$ cat src/rtl/instr_fetch_unit.sv
// Instruction fetch unit: requests one ROM word per program-counter value, holds it in the
// instruction register until the executor consumes it, and discards stale words when the
// PC moves on before consumption.
// Optional feature: define IFU_FLUSH_CNT_EN to add the flush_cnt port and discard counter.
// Timing: the ROM address is presented while rom_rd is high and the ROM word arrives in the
// following cycle. The address is therefore registered on the IDLE->REQ transition.
module instr_fetch_unit (
    input  logic        clk,
    input  logic        clr,
    input  logic [7:0]  pc,
    output logic        rom_rd,
    output logic [7:0]  rom_addr,
    input  logic [15:0] rom_data,
    output logic [15:0] ir,
    output logic [3:0]  opcode,
    output logic [7:0]  operand,
    output logic        ir_valid,
    input  logic        exec_ready,
    output logic [7:0]  fetch_cnt
`ifdef IFU_FLUSH_CNT_EN
    ,
    output logic [7:0]  flush_cnt
`endif
);

    typedef enum logic [1:0] {
        StIdle,
        StReq,
        StWait,
        StHold
    } state_t;

    state_t     state;
    logic [7:0] last_addr;
    logic       need_fetch;
    logic       pc_moved;

    assign pc_moved = (pc != last_addr);

    // Decoded fields are always a direct view of the held instruction.
    assign opcode  = ir[15:12];
    assign operand = ir[7:0];

    // Fetch FSM with registered strobe, address, instruction and counters.
    always_ff @(posedge clk) begin
        if (clr) begin
            state      <= StIdle;
            ir         <= 16'h0000;
            ir_valid   <= 1'b0;
            rom_rd     <= 1'b0;
            rom_addr   <= 8'h00;
            last_addr  <= 8'h00;
            need_fetch <= 1'b1;
            fetch_cnt  <= 8'h00;
`ifdef IFU_FLUSH_CNT_EN
            flush_cnt  <= 8'h00;
`endif
        end else begin
            // The strobe is a single-cycle pulse; it is only raised when entering REQ.
            rom_rd <= 1'b0;
            case (state)
                StIdle: begin
                    if (need_fetch || pc_moved) begin
                        state      <= StReq;
                        rom_rd     <= 1'b1;
                        rom_addr   <= pc;
                        last_addr  <= pc;
                        need_fetch <= 1'b0;
                    end
                end
                StReq: begin
                    // PC changes here do not abort; a stale word is flushed from HOLD.
                    state <= StWait;
                end
                StWait: begin
                    ir        <= rom_data;
                    ir_valid  <= 1'b1;
                    fetch_cnt <= fetch_cnt + 8'd1;
                    state     <= StHold;
                end
                StHold: begin
                    if (exec_ready) begin
                        // Consumption wins over a simultaneous PC change: no flush.
                        ir_valid <= 1'b0;
                        state    <= StIdle;
                    end else if (pc_moved) begin
                        ir_valid <= 1'b0;
`ifdef IFU_FLUSH_CNT_EN
                        flush_cnt <= flush_cnt + 8'd1;
`endif
                        state    <= StIdle;
                    end
                end
                default: begin
                    state <= StIdle;
                end
            endcase
        end
    end

endmodule

$ cat config.mk
export PLATFORM = sky130hd
export DESIGN_NAME = instr_fetch_unit
export DESIGN_NICKNAME = d
export VERILOG_FILES = /design/src/rtl/instr_fetch_unit.sv
export SDC_FILE = /design/constraint.sdc
export NUM_CORES = 1
export LEC_CHECK = 0
export ABC_AREA = 0
export CAP_MARGIN = 20
export CORE_MARGIN = 2
export CORE_UTILIZATION = 39
export CTS_BUF_LIST = sky130_fd_sc_hd__clkbuf_4 sky130_fd_sc_hd__clkbuf_8 sky130_fd_sc_hd__clkbuf_16
export DETAILED_ROUTE_END_ITERATION = 8
export PLACE_DENSITY = 0.76
export SETUP_SLACK_MARGIN = 0.02
export SYNTH_ARGS = -nofsm -noshare
export SYNTH_HDL_FRONTEND = slang
export SYNTH_SLANG_ARGS = --single-unit
$ cat constraint.sdc
create_clock -name clk -period 1.4 [get_ports clk]
set_input_delay 0.21 -clock clk [delete_from_list [all_inputs] [get_ports clk]]
set_output_delay 0.21 -clock clk [all_outputs]
set_load 0.03 [all_outputs]
=== Word-level counts from Yosys, hierarchy flattened ===
Cells that the tools add are included.

* Register bits: 37
* Bits of input ports: 27
* Output and inout bits: 46
* Word-level logic and storage cells: 30

* Add/subtract/negate cells: 1
* Eq/ne operators: 6
* Mux-type cells: 8
* Bitwise gates (word level): 1
* Reductions and logical operators: 7

{| class="wikitable"
|+ Operator list
! cell !! number
|-
| $add A8 B1 Y8 const B || 1
|-
| $ne A8 B8 Y1 || 1
|-
| $pmux W2 S4 || 1
|-
| $mux W2 || 3
|-
| $reduce_and A2 Y1 || 3
|-
| $eq A2 B2 Y1 const B || 2
|-
| $mux W1 || 3
|-
| $ne A3 B3 Y1 const B || 1
|-
| $eq A2 B1 Y1 const B || 1
|-
| $logic_not A2 Y1 || 1
|-
| $ne A2 B2 Y1 const B || 1
|-
| $pmux W1 S2 || 1
|-
| $reduce_bool A2 Y1 || 1
|-
| $reduce_or A2 Y1 || 1
|-
| $logic_or A1 B1 Y1 || 1
|-
| $not A1 Y1 || 1
|}

=== Depth between registers and ports, before layout ===
* Word-level depth: 4
* Depth in mapped cells: 6
* Depth with buffers taken out: 6

=== Worst setup path before layout ===
No wires, ideal clock.

* Path type: reg-to-reg
* Start: register last_addr[0]
* End: register last_addr[0]
* Library setup time: 0.095 ns
* Data arrival time: 1.469 ns
* Data required time: 1.305 ns
* Path slack: -0.165 ns
* Stages on the path, launching flop included: 5
* Path buffers: 0
* Clock period less this slack: 1.565 ns
* Path through: dfxtp_1 > xnor2_2 > nand4_4 > or4_1 > o311ai_1

* Word-level cells in the longest chain between the ends: 3

{| class="wikitable"
|+ Ends and longest elaborated chain
! element !! line !! text
|-
| start, declared || 34 || <nowiki>logic [7:0] last_addr;</nowiki>
|-
| start signal, assigned || 67 || <nowiki>last_addr <= pc;</nowiki>
|-
| $ne A8 B8 Y1 || 38 || <nowiki>assign pc_moved = (pc != last_addr);</nowiki>
|-
| $logic_or A1 B1 Y1 || 63 || <nowiki>if (need_fetch || pc_moved) begin</nowiki>
|-
| $reduce_and A2 Y1 (no source line) || -- ||
|}

Every way passes these cells.
A chain may end at the register's enable or synchronous reset.

=== Worst setup path after layout ===
* Start: register last_addr[3]
* End: register last_addr[7]

The elaborated chain is that of the path after synthesis.

==> run_results.csv <==
group,metric,value,unit
run_status,status,"finished, violations left",
run_status,violations,"negative setup slack",
synthesis,synth_cells,191,
run,cap_violations,0,
timing,rsz0062_at_grt,"yes",
global_route,grt.met2_usage,32.8,%
timing,hold_viol_final,0,
synthesis,synth_warnings,0,
global_route,grt_max_degree,22,
layout,fin_util,70.6,%
clocking,clk_root_buffer_cell,"clkbuf_8",
layout,fin_nets,322,
synthesis,synth_compound_area_share,8.40,%
synthesis,synthAdderAreaFrac,3.41,%
drt,drc,0,
critical_path,crit_required,1.59,ns
worst_hold_path,hold_path.class,"primary input to register",
timing,finalCritPeriodShare,106,%
floorplan,core_area,4440,µm²
critical_path,cp-start-kind,"register",
place,placed_area,2770,µm²
floorplan,io_pins,73,
synthesis,syn_area,1830,µm²
timing,worst_pin_slew,0.334,ns
floorplan,chipHeight,72.6,µm
timing,fmax,677,MHz
critical_path,cp.arrival,1.67,ns
global_route,grt_pass1_wl,7690,µm
critical_path,cp_cell_sequence,"xnor2_4 > nand4_4 > or4_4 > o311ai_4",
floorplan,die_area,5260,µm²
drt,vias_per_cell,5.08,
synthesis,syn-num-nets,223,
critical_path,crit_type,"register to register",
timing,fin_skew,0.00499,ns
power,vdd_drop_max,0.790,mV
synthesis,synthMuxAreaShare,11.5,%
global_route,grt.met3_usage,4.44,%
critical_path,cp_max_fo,5,
layout,fillers,348,
power,leakagePower,1.39,nW
layout,fin_area,3140,µm²
layout,final_cell_mix,"dlygate4sd2_1, buf_4, dfxtp_1, nor2_1, mux2i_1",
timing,setup_viol,8,
critical_path,critPathMaxStageDelay,0.56,ns
drt,drtAntennaViolNets,0,
clocking,hold_buffers,0,
clocking,clk_path_buf_depth,2,
layout,final_common_cell,"dlygate4sd2_1",
floorplan,rows,24,
drt,drt-wirelength-per-cell,14.6,µm
worst_hold_path,holdPathStages,3,
global_route,gr-usage-all-layers,18.6,%
timing,fin_crit,1.48,ns
place,gp_congestion,0.786,
synthesis,async_flop_share,0,%
synthesis,synth_top_family_by_area,"simple AND/OR/NAND/NOR gates",
layout,area_growth_syn_to_layout,71.1,%
layout,antenna_cells,0,
synthesis,yosysUniqueCellTypes,32,
synthesis,ys_ff_latch,37,
critical_path,reg2regPathDepth,4,
timing,fin_ws,-0.0775,ns
place,io_buffers,72,
critical_path,cp-end-kind,"register",
power,cellPowerDensity,1580,nW/µm²
clocking,cts_tree,"built",
synthesis,syn-mean-instance-area,9.60,µm²
synthesis,synth_ff_type,"dfxtp_1",
timing,slew_violations,0,
drt,dr.first_iter.drc_count,97,
timing,relSlewSlack,77.8,%
global_route,grt_use_met1,21.4,%
critical_path,r2r_slack,-0.08,ns
drt,drt_first_pass_iters,4,
synthesis,synth_edf_count,0,
global_route,antenna_found_initial,0,
place,dp_hpwl,3310,µm
floorplan,die_x,72.6,µm
clocking,cts.reportedPaths.clkPinSlew,0.08,ns
critical_path,worstSetupStartpoint,"last_addr[3]",
clocking,cts_inserted_buffers,5,
place,dp_worst_setup_slack,-0.457,ns
synthesis,yosysSeqAreaShare,40.4,%
clocking,clk_latency,0.29,ns
synthesis,synth_xor_area_share,7.85,%
power,total_power,4.95,mW
drt,drt_wl_total,5000,µm
clocking,htreeDepth,2,
global_route,grt_pass1_vias,1694,
drt,via_count,1744,
global_route,overflow,0,
global_route,grt_most_used_layer,"met2",
worst_hold_path,min-delay-start,"pc[2]",
synthesis,synth_simple_gate_area_share,18.9,%
floorplan,start_util,41.2,%
layout,drive_gt1_share,32.6,%
clocking,cts_sinks,37,
critical_path,worstReg2RegStart,"last_addr[3]",
critical_path,critPathSlowestCell,"or4_4",
-- metrics by stage --
stage,hold slack [ns],setup TNS (ns),instances
after floorplan,0.356,-0.0207,191
after global placement,0.468,-4.00,326
after detailed placement,0.482,-4.35,326
after CTS,0.448,-0.0965,337
after global routing,0.482,-0.810,343
final,0.456,-0.211,343
-- routing by layer --
metal / vias to the layer above / part of all wire, %
li1: 857 / -
met5: - / 0
met3: 4 / 5.1
met1: 835 / 42
met4: 0 / 0.96
met2: 48 / 51
-- where the power goes --
part	internal, mW	leakage, nW	switching [mW]
registers	1.30	0.308	0.216
clock network	0.636	0.0663	0.391
logic	1.12	1.02	1.29
-- cells in the mapped netlist (4+ instances only) --
library cell  count  share of area [%]
dfxtp_1          37                 40
nor2_1           26                5.3
mux2i_1          21                 11
nand2_1          15                3.1
buf_4            12                4.9
nor3b_1           7                2.9
a31oi_1           6                2.0
o311ai_1          6                2.9
or4_1             6                2.5
ha_1              5                3.4
inv_1             5                1.0
xnor2_1           5                2.4
clkbuf_1          4               0.82
xnor2_2           4                3.5
xor2_1            4                1.9
-- kinds of logic (layout without fill, tap and decap cells) --
logic type,count (synthesis),after routing
AOI/OAI and AO/OA,22,22
xor gates and xnor gates,13,13
adders and majority gates,5,5
buffers and inverters,27,125
DFF,37,37
muxes,21,21
and+or+nand+nor,66,68
-- cell type report --
| class | instances | area (µm²) | share of cell area [%] |
|---|---|---|---|
| Inverter | 5 | 21.3 | 0.678 |
| Timing Repair Buffer | 112 | 963 | 30.7 |
| Tap cell | 52 | 65.1 | 2.07 |
| Multi-Input combinational cell | 129 | 1180 | 37.8 |
| Sequential cell | 37 | 773 | 24.7 |
| Clock buffer | 6 | 93.8 | 2.99 |
| Clock inverter | 2 | 35.0 | 1.12 |
-- worst paths after layout --
check,endpoint
worst max-delay path,last_addr[7]
worst min-delay path,last_addr[2]
worst max register to register,last_addr[7]
worst min register to register,ir[11]
-- worst max-delay path: cells and delay by family, from the launching register on --
kind	cells	cell delay, ns
simple gates	2	0.72
flops	1	0.37
xor+xnor	1	0.19
compound gates	1	0.10
-- sequential cells by signal, summed over array words and instances, names as in the netlist --
register    cells
rom_rd          1
need_fetch      1
state           2
fetch_cnt       8
ir             16
last_addr       8
ir_valid        1
-- repair_timing --
action | CTS | global route
pin swaps | 24 | 13
cloned | 2 | 0
setup buffers | 1 | 7
endpoints found under the setup margin | 59 | 34
resized for setup | 81 | 32
No activity file was read; power rests on OpenSTA's default activity.
